$ cat src/rtl/cv32e40x_pkg.sv
// Shared types for the write-back stage with eXtension result buffer.
//   mpu_status_e   : LSU MPU response; anything but MPU_OK is a load/store exception
//   ex_wb_pipe_t   : EX/WB pipeline register fields consumed by WB
//   ctrl_fsm_t     : controller kill/halt requests for WB
//   xif_rb_entry_t : one buffered coprocessor result {valid, id, data, we, exc}
package cv32e40x_pkg;

  localparam int X_RESULT_DEPTH_MAX = 8;
  localparam int XIF_ID_W           = 4;
  localparam int XIF_DATA_W         = 32;

  typedef enum logic [1:0] {
    MPU_OK       = 2'd0,
    MPU_RE_FAULT = 2'd1,
    MPU_WR_FAULT = 2'd2
  } mpu_status_e;

  typedef struct packed {
    logic                instr_valid;
    logic                rf_we;
    logic [4:0]          rf_waddr;
    logic [31:0]         rf_wdata;
    logic                lsu_en;
    logic                xif_en;
    logic [XIF_ID_W-1:0] xif_id;
  } ex_wb_pipe_t;

  typedef struct packed {
    logic kill_wb;
    logic halt_wb;
  } ctrl_fsm_t;

  typedef struct packed {
    logic                  valid;
    logic [XIF_ID_W-1:0]   id;
    logic [XIF_DATA_W-1:0] data;
    logic                  we;
    logic                  exc;
  } xif_rb_entry_t;

endpackage

$ cat src/rtl/cv32e40x_wb_stage_rb_if.sv
// eXtension interface result channel (coprocessor -> core).
//   master : coprocessor side, drives valid/id/data/we/exc, receives ready
//   slave  : core side, receives the result, drives ready
interface cv32e40x_wb_stage_rb_if #(
  parameter int X_ID_WIDTH   = 4,
  parameter int X_DATA_WIDTH = 32
);
  logic                    valid;
  logic                    ready;
  logic [X_ID_WIDTH-1:0]   id;
  logic [X_DATA_WIDTH-1:0] data;
  logic                    we;
  logic                    exc;

  modport master (output valid, id, data, we, exc, input ready);
  modport slave  (input valid, id, data, we, exc, output ready);
endinterface

$ cat src/rtl/cv32e40x_xif_result_buffer.sv
// Coprocessor result buffer: DEPTH entries with ID CAM lookup against the WB
// instruction, same-cycle bypass, lowest-free allocation, free on retire/kill,
// flush, and a registered occupancy count.
//   clk, rst        : clock, synchronous active-high reset
//   flush_i         : drop every buffered result
//   lookup_en_i     : WB holds an offloaded instruction (unqualified valid)
//   lookup_id_i     : offload ID of the WB instruction
//   release_i       : WB instruction retires or is killed; drop its entry
//   res             : result channel (slave side)
//   hit_*_o         : matched result (buffered entry wins over incoming)
//   occupancy_o     : number of valid entries
module cv32e40x_xif_result_buffer
  import cv32e40x_pkg::*;
#(
  parameter int DEPTH = 2,
  parameter int OCC_W = $clog2(DEPTH + 1)
) (
  input  logic                  clk,
  input  logic                  rst,
  input  logic                  flush_i,
  input  logic                  lookup_en_i,
  input  logic [XIF_ID_W-1:0]   lookup_id_i,
  input  logic                  release_i,
  cv32e40x_wb_stage_rb_if.slave res,
  output logic                  hit_o,
  output logic [XIF_DATA_W-1:0] hit_data_o,
  output logic                  hit_we_o,
  output logic                  hit_exc_o,
  output logic [OCC_W-1:0]      occupancy_o
);
  localparam int IDX_W = (DEPTH > 1) ? $clog2(DEPTH) : 1;

  xif_rb_entry_t    entry_q [DEPTH];
  logic [DEPTH-1:0] match_vec;
  logic [IDX_W-1:0] hit_idx;
  logic [IDX_W-1:0] alloc_idx;
  logic             any_free;
  logic             buf_hit;
  logic             id_match;
  logic             bypass;
  logic             alloc;
  logic             release_en;
  logic [OCC_W-1:0] occupancy_q;
  logic [OCC_W-1:0] occupancy_d;

  for (genvar gi = 0; gi < DEPTH; gi++) begin : g_match
    assign match_vec[gi] = entry_q[gi].valid && (entry_q[gi].id == lookup_id_i);
  end

  // Descending scan so the lowest index wins for both the hit and the free slot.
  always_comb begin
    hit_idx   = '0;
    alloc_idx = '0;
    any_free  = 1'b0;
    for (int i = DEPTH - 1; i >= 0; i--) begin
      if (match_vec[i]) hit_idx = IDX_W'(i);
      if (!entry_q[i].valid) begin
        alloc_idx = IDX_W'(i);
        any_free  = 1'b1;
      end
    end
  end

  assign buf_hit    = lookup_en_i && |match_vec;
  assign id_match   = lookup_en_i && (res.id == lookup_id_i);
  // A result for the WB instruction is always takeable, even with a full buffer.
  assign res.ready  = !rst && (any_free || id_match);
  assign bypass     = res.valid && res.ready && id_match && !buf_hit;
  // Free slots are judged on pre-cycle valids, so a slot released now is not reused.
  assign alloc      = res.valid && res.ready && !bypass && any_free;
  assign release_en = release_i && buf_hit;

  assign hit_o      = buf_hit || bypass;
  assign hit_data_o = buf_hit ? entry_q[hit_idx].data : res.data;
  assign hit_we_o   = buf_hit ? entry_q[hit_idx].we   : res.we;
  assign hit_exc_o  = buf_hit ? entry_q[hit_idx].exc  : res.exc;

  always_comb begin
    occupancy_d = occupancy_q + OCC_W'(alloc) - OCC_W'(release_en);
    if (rst || flush_i) occupancy_d = '0;
  end

  // Only valid bits are cleared; payload fields keep stale contents.
  always_ff @(posedge clk) begin
    if (rst || flush_i) begin
      for (int i = 0; i < DEPTH; i++) entry_q[i].valid <= 1'b0;
    end else begin
      if (release_en) entry_q[hit_idx].valid <= 1'b0;
      if (alloc) begin
        entry_q[alloc_idx] <= '{valid: 1'b1, id: res.id, data: res.data,
                                we: res.we, exc: res.exc};
      end
    end
    occupancy_q <= occupancy_d;
  end

  assign occupancy_o = occupancy_q;

  // The coprocessor never re-sends a result whose ID is already buffered.
  a_no_dup_match: assert property (@(posedge clk) disable iff (rst)
    !(buf_hit && res.valid && id_match));

endmodule

$ cat src/rtl/cv32e40x_wb_stage_rb.sv
// Write-back stage: LSU and ALU/MUL/DIV/CSR write-back plus an eXtension result
// buffer that lets coprocessor results arrive before their instruction reaches WB.
//   clk, rst                 : clock, synchronous active-high reset
//   ex_wb_pipe_i, ctrl_fsm_i : EX/WB pipe and controller kill/halt
//   lsu_*                    : LSU load data, MPU status and handshake
//   xif_result, xif_flush_i  : coprocessor result channel and buffer flush
//   rf_*_wb_o                : register file write port
//   data_stall_o, wb_*_o     : stall and WB handshake to the controller
//   rb_occupancy_o           : buffered result count
module cv32e40x_wb_stage_rb
  import cv32e40x_pkg::*;
#(
  parameter int X_RESULT_DEPTH = 2,
  parameter int X_ID_WIDTH     = 4,
  parameter int X_DATA_WIDTH   = 32
) (
  input  logic                                  clk,
  input  logic                                  rst,
  input  ex_wb_pipe_t                           ex_wb_pipe_i,
  input  ctrl_fsm_t                             ctrl_fsm_i,
  input  logic [31:0]                           lsu_rdata_i,
  input  mpu_status_e                           lsu_mpu_status_i,
  input  logic                                  lsu_valid_i,
  output logic                                  lsu_ready_o,
  output logic                                  lsu_valid_o,
  input  logic                                  lsu_ready_i,
  cv32e40x_wb_stage_rb_if.slave                 xif_result,
  input  logic                                  xif_flush_i,
  output logic                                  rf_we_wb_o,
  output logic [4:0]                            rf_waddr_wb_o,
  output logic [31:0]                           rf_wdata_wb_o,
  output logic                                  data_stall_o,
  output logic                                  wb_ready_o,
  output logic                                  wb_valid_o,
  output logic [$clog2(X_RESULT_DEPTH+1)-1:0]   rb_occupancy_o
);
  logic                    instr_valid;
  logic                    lsu_en;
  logic                    xif_en;
  logic                    lsu_exc;
  logic                    lookup_en;
  logic [X_ID_WIDTH-1:0]   wb_xif_id;
  logic                    hit;
  logic [X_DATA_WIDTH-1:0] hit_data;
  logic                    hit_we;
  logic                    hit_exc;
  logic                    xif_waiting;
  logic                    release_entry;

  assign instr_valid = ex_wb_pipe_i.instr_valid && !ctrl_fsm_i.kill_wb && !ctrl_fsm_i.halt_wb;
  assign lsu_en      = ex_wb_pipe_i.lsu_en;
  assign xif_en      = ex_wb_pipe_i.xif_en;
  assign lsu_exc     = lsu_en && (lsu_mpu_status_i != MPU_OK);
  // Lookup uses the unqualified valid so a killed instruction can still drop its entry.
  assign lookup_en   = ex_wb_pipe_i.instr_valid && xif_en;
  assign wb_xif_id   = ex_wb_pipe_i.xif_id;

  assign release_entry = xif_en && (wb_valid_o || ctrl_fsm_i.kill_wb);

  cv32e40x_xif_result_buffer #(
    .DEPTH (X_RESULT_DEPTH)
  ) u_rb (
    .clk         (clk),
    .rst         (rst),
    .flush_i     (xif_flush_i),
    .lookup_en_i (lookup_en),
    .lookup_id_i (wb_xif_id),
    .release_i   (release_entry),
    .res         (xif_result),
    .hit_o       (hit),
    .hit_data_o  (hit_data),
    .hit_we_o    (hit_we),
    .hit_exc_o   (hit_exc),
    .occupancy_o (rb_occupancy_o)
  );

  assign xif_waiting = lookup_en && !hit;

  assign lsu_ready_o = 1'b1;
  assign lsu_valid_o = ex_wb_pipe_i.instr_valid && lsu_en;

  assign rf_we_wb_o = ex_wb_pipe_i.rf_we && instr_valid && !lsu_exc && !xif_waiting &&
                      !(xif_en && hit_exc) && !(xif_en && !hit_we);
  assign rf_waddr_wb_o = ex_wb_pipe_i.rf_waddr;
  assign rf_wdata_wb_o = lsu_en ? lsu_rdata_i : (xif_en ? hit_data : ex_wb_pipe_i.rf_wdata);

  assign wb_ready_o   = lsu_ready_i && !xif_waiting;
  assign wb_valid_o   = instr_valid && ((!lsu_en && !xif_waiting) ||
                                        (lsu_en && (lsu_valid_i || lsu_exc)));
  assign data_stall_o = instr_valid && ((lsu_en && !lsu_valid_i && !wb_valid_o) || xif_waiting);

endmodule

$ cat src/flat_wrapper.sv
// flat-port wrapper written by rule: the top's interface ports become plain ports
module cv32e40x_wb_stage_rb_flat import cv32e40x_pkg::*;
#(
  parameter int X_RESULT_DEPTH = 2,
  parameter int X_ID_WIDTH     = 4,
  parameter int X_DATA_WIDTH   = 32
)
  (clk, rst, ex_wb_pipe_i, ctrl_fsm_i, lsu_rdata_i, lsu_mpu_status_i, lsu_valid_i, lsu_ready_o, lsu_valid_o, lsu_ready_i, xif_flush_i, rf_we_wb_o, rf_waddr_wb_o, rf_wdata_wb_o, data_stall_o, wb_ready_o, wb_valid_o, rb_occupancy_o, xif_result_valid, xif_result_id, xif_result_data, xif_result_we, xif_result_exc, xif_result_ready);
  cv32e40x_wb_stage_rb_if #(.X_ID_WIDTH(X_ID_WIDTH), .X_DATA_WIDTH(X_DATA_WIDTH)) xif_result_i ();
  input  logic clk;
  input  logic rst;
  input  ex_wb_pipe_t ex_wb_pipe_i;
  input  ctrl_fsm_t ctrl_fsm_i;
  input  logic [31:0] lsu_rdata_i;
  input  mpu_status_e lsu_mpu_status_i;
  input  logic lsu_valid_i;
  output logic lsu_ready_o;
  output logic lsu_valid_o;
  input  logic lsu_ready_i;
  input  logic xif_flush_i;
  output logic rf_we_wb_o;
  output logic [4:0] rf_waddr_wb_o;
  output logic [31:0] rf_wdata_wb_o;
  output logic data_stall_o;
  output logic wb_ready_o;
  output logic wb_valid_o;
  output logic [$clog2(X_RESULT_DEPTH+1)-1:0] rb_occupancy_o;
  input wire logic [$bits(xif_result_i.valid)-1:0] xif_result_valid;
  input wire logic [$bits(xif_result_i.id)-1:0] xif_result_id;
  input wire logic [$bits(xif_result_i.data)-1:0] xif_result_data;
  input wire logic [$bits(xif_result_i.we)-1:0] xif_result_we;
  input wire logic [$bits(xif_result_i.exc)-1:0] xif_result_exc;
  output wire logic [$bits(xif_result_i.ready)-1:0] xif_result_ready;
  assign xif_result_i.valid = xif_result_valid;
  assign xif_result_i.id = xif_result_id;
  assign xif_result_i.data = xif_result_data;
  assign xif_result_i.we = xif_result_we;
  assign xif_result_i.exc = xif_result_exc;
  assign xif_result_ready = xif_result_i.ready;
  cv32e40x_wb_stage_rb #(.X_RESULT_DEPTH(X_RESULT_DEPTH), .X_ID_WIDTH(X_ID_WIDTH), .X_DATA_WIDTH(X_DATA_WIDTH)) u_core (.clk(clk), .rst(rst), .ex_wb_pipe_i(ex_wb_pipe_i), .ctrl_fsm_i(ctrl_fsm_i), .lsu_rdata_i(lsu_rdata_i), .lsu_mpu_status_i(lsu_mpu_status_i), .lsu_valid_i(lsu_valid_i), .lsu_ready_o(lsu_ready_o), .lsu_valid_o(lsu_valid_o), .lsu_ready_i(lsu_ready_i), .xif_result(xif_result_i), .xif_flush_i(xif_flush_i), .rf_we_wb_o(rf_we_wb_o), .rf_waddr_wb_o(rf_waddr_wb_o), .rf_wdata_wb_o(rf_wdata_wb_o), .data_stall_o(data_stall_o), .wb_ready_o(wb_ready_o), .wb_valid_o(wb_valid_o), .rb_occupancy_o(rb_occupancy_o));
endmodule
$ cat config.mk
export PLATFORM = sky130hd
export DESIGN_NAME = cv32e40x_wb_stage_rb_flat
export DESIGN_NICKNAME = d
export VERILOG_FILES = /design/src/rtl/cv32e40x_pkg.sv /design/src/rtl/cv32e40x_wb_stage_rb_if.sv /design/src/rtl/cv32e40x_xif_result_buffer.sv /design/src/rtl/cv32e40x_wb_stage_rb.sv /design/src/flat_wrapper.sv
export SDC_FILE = /design/constraint.sdc
export NUM_CORES = 1
export LEC_CHECK = 0
export BUFFER_PORTS_ARGS = -buffer_cell sky130_fd_sc_hd__buf_2
export CORE_MARGIN = 3
export CORE_UTILIZATION = 52
export DETAILED_ROUTE_END_ITERATION = 12
export GPL_ROUTABILITY_DRIVEN = 0
export PLACE_DENSITY_LB_ADDON = 0.3
export SLEW_MARGIN = 20
export SYNTH_ARGS = -nofsm -noshare
export SYNTH_HDL_FRONTEND = slang
export SYNTH_HIERARCHICAL = 1
export SYNTH_SLANG_ARGS = --single-unit
$ cat constraint.sdc
create_clock -name clk -period 19.4 [get_ports clk]
set_input_delay 1.94 -clock clk [delete_from_list [all_inputs] [get_ports clk]]
set_output_delay 1.94 -clock clk [all_outputs]
set_load 0.1 [all_outputs]
==> results.toml <==
[final_layout]
fin_nets = 608
final_common_cell = "buf_2"
drive_gt1_frac = 0.442
mostFrequentLayoutCells = "buf_2, edfxtp_1, or3_1, o21ai_0"
synthToLayoutAreaGrowth_pct = 23.3
stdcell_count = 588
antennaDiodeCount = 0
n_fill_cell = 610

[route]
wl_met3_um = 669
post-route-drc-count = 0
via_per_inst = 5.68
antenna_left = 0
num_vias = 3339
wl_met2_um = 5150
route.layer.met1.wl_um = 4090
firstDrtPassIters = 4
avgRoutedWirePerCell_um = 17.2
routed_wl_um = 10100
drtIter0Drc = 160
top_layer = "met5"

[setup_path]
rr_endpoint = "u_core/u_rb/occupancy_o[1]$_SDFF_PP0_"
crit_required_ns = 17.46
critPathMaxFanout = 36
r2r_slack_ns = 15.54
crit_type = "input port to primary output"
critPathLaunch = "ex_wb_pipe_i[4]"
r2r_start = "u_core/u_rb/entry_q[0][34]$_DFFE_PP_"
cp-endpoint = "rf_we_wb_o"
endpoint_kind = "primary output"
ff2ff_path_depth = 17
arrival_ns = 5.35
startpoint_type = "input port"

[clock_network]
clockBufferDepth = 2
cts_root_buf = "clkbuf_8"
cts.sinks = 80
cts_max_level = 3
clkTransAtPathRegs_ns = 0.07
numCtsBuffers = 9
cts_resized = 0
postCtsSetupBuffers = 0
cts_tree = "yes"
cts_hold_buf = 0
clock_latency_ns = 0.34

[sta]
setup_viol = 0
grt_setup_unrepaired = "false"
hold_viol = 0
slew_headroom = 0.321
final.min_clock_period_ns = 7.29
finalMaxSlewViolations = 0
tns_ns = 0
fin_skew_ns = 0.00896
holdWs_ns = 0.583
setup_slack_ns = 12.11
fmax_mhz = 137
finalCritPeriodShare = 0.376
worstMarginPinSlew_ns = 1.02

[global_routing]
grt_pass1_wl_um = 15300
grt_overflow_total = 0
grt_use_total = 0.216
grt_max_degree = 69
grt_antenna_before_repair = 1
first_global_vias = 3150

[synth]
yosys.area_share.simple = 0.123
syn-num-nets = 464
synthCells = 337
synth_area_leaders = "edfxtp_1, o221a_2, mux2i_1, or3_1, o21ai_0"
synth_top_area_cell = "edfxtp_1"
synth-seq-cells = 80
netlist_area_um2 = 4190
synth-compound-area-share = 0.161
synth_top_family_by_area = "compound AO/OA/AOI/OAI gates"
async_flop_share = 0
avgSynthCellArea_um2 = 12.4
yosys_warnings = 6
netlist-cell-type-count = 47
ys_seq_area_frac = 0.563
muxShareOfSynthArea = 0.0764
netlist.area_leader.share = 0.544
synth_ff_type = "edfxtp_1"
synth_edf_count = 76
synthAdderAreaFrac = 0.00597
synth_xor_area_frac = 0.0209

[floorplan]
die_w_um = 95.8
rows = 32
ios = 171
start_util = 0.540
coreArea_um2 = 7770
dieHeight_um = 95.8
die_area_um2 = 9180

[placement]
hpwl_um = 6710
io_buffer_count = 159
pre_cts_slack_ns = 12.12
place_inst = 572

[power_and_ir_drop]
p_leak_nw = 2.09
p_per_area_nw_per_um2 = 78.3
vdd_drop_max_mv = 0.0500

[hold_path]
hp-class = "flip-flop to flip-flop"

[run]
maxCapViolCount = 0

[status]
run_status = "completed"
[worst min path at each step]
stage | slack [ns] | from | depth (start not counted) | end
final | 0.58 | u_core/u_rb/entry_q[1][38]$_SDFFE_PP1P_ | 2 | u_core/u_rb/entry_q[1][38]$_SDFFE_PP1P_
after global routing | 0.61 | u_core/u_rb/entry_q[1][38]$_SDFFE_PP1P_ | 2 | u_core/u_rb/entry_q[1][38]$_SDFFE_PP1P_
after CTS | 0.58 | u_core/u_rb/entry_q[1][38]$_SDFFE_PP1P_ | 2 | u_core/u_rb/entry_q[1][38]$_SDFFE_PP1P_
after detailed placement | 0.57 | u_core/u_rb/entry_q[1][38]$_SDFFE_PP1P_ | 2 | u_core/u_rb/entry_q[1][38]$_SDFFE_PP1P_
after global placement | 0.53 | u_core/u_rb/entry_q[1][38]$_SDFFE_PP1P_ | 2 | u_core/u_rb/entry_q[1][38]$_SDFFE_PP1P_
after floorplan | 0.48 | u_core/u_rb/entry_q[1][38]$_SDFFE_PP1P_ | 2 | u_core/u_rb/entry_q[1][38]$_SDFFE_PP1P_
[cell usage after synthesis (all sizes together), types with 2 or more instances]
cell and number:
and2 4, buf 18, clkbuf 13, dfxtp 4
edfxtp 76, ha 2, inv 6, mux2i 32
nand2 33, nand2b 3, nand3 3, nand4 2
nor3 3, nor3b 2, o21ai 33, o221a 34
o31ai 2, or2 2, or3 34, xnor2 5
xor2 5
[cells by family after synthesis]
group,after synthesis
adder cells (fa/ha/maj),2
flip-flops,80
AND/OR/NAND/NOR,93
multiplexers,32
buffers and inverters,37
other,1
XOR/XNOR,10
AO/OA/AOI/OAI,82
[state kept, by name, summed over array words and instances (netlist names)]
| name | count |
|---|---|
| u_core/u_rb/entry_q | 78 |
| u_core/u_rb/occupancy_o | 2 |
[worst max-delay path, stage by stage]
cell      delay [ns]
buf_2           0.76
and2_1          0.31
o211ai_1        0.16
nor4b_4         0.37
or2_1           0.39
buf_4           0.39
a41o_1          0.13
nand3b_1        0.18
nand4_1         0.12
a21oi_1         0.13
buf_2           0.44
[report_power, final]
group / switching, mW / leakage [nW] / internal (mW)
combinational: 0.0722 / 1.28 / 0.0240
clock: 0.0569 / 0.0917 / 0.0589
sequential: 0.00104 / 0.722 / 0.192
total: 0.130 / 2.09 / 0.275
[through the flow]
stage,area [um2],power [mW],util
after floorplan,4190,0.273,-
after global placement,4990,0.292,0.642
after detailed placement,4990,0.293,0.642
after CTS,5170,0.407,0.666
after global routing,5170,0.420,0.666
final,5170,0.405,0.666
[routing by layer]
metal / track usage / vias to the layer above
met5: 0 / -
met2: 0.358 / 122
met4: 0.0877 / 2
li1: - / 1601
met3: 0.0438 / 19
met1: 0.278 / 1595
[cell type report]
cell class / count / area [um2] / share of cell area
clock buffer: 10 / 128 / 0.0247
clock inverter: 6 / 58.8 / 0.0114
inverter: 6 / 22.5 / 0.00435
multi-input combinational: 220 / 1640 / 0.317
sequential: 80 / 2360 / 0.457
tap: 102 / 128 / 0.0247
timing repair buffer: 164 / 833 / 0.161
Note: power is estimated with default switching activity, not from simulation.
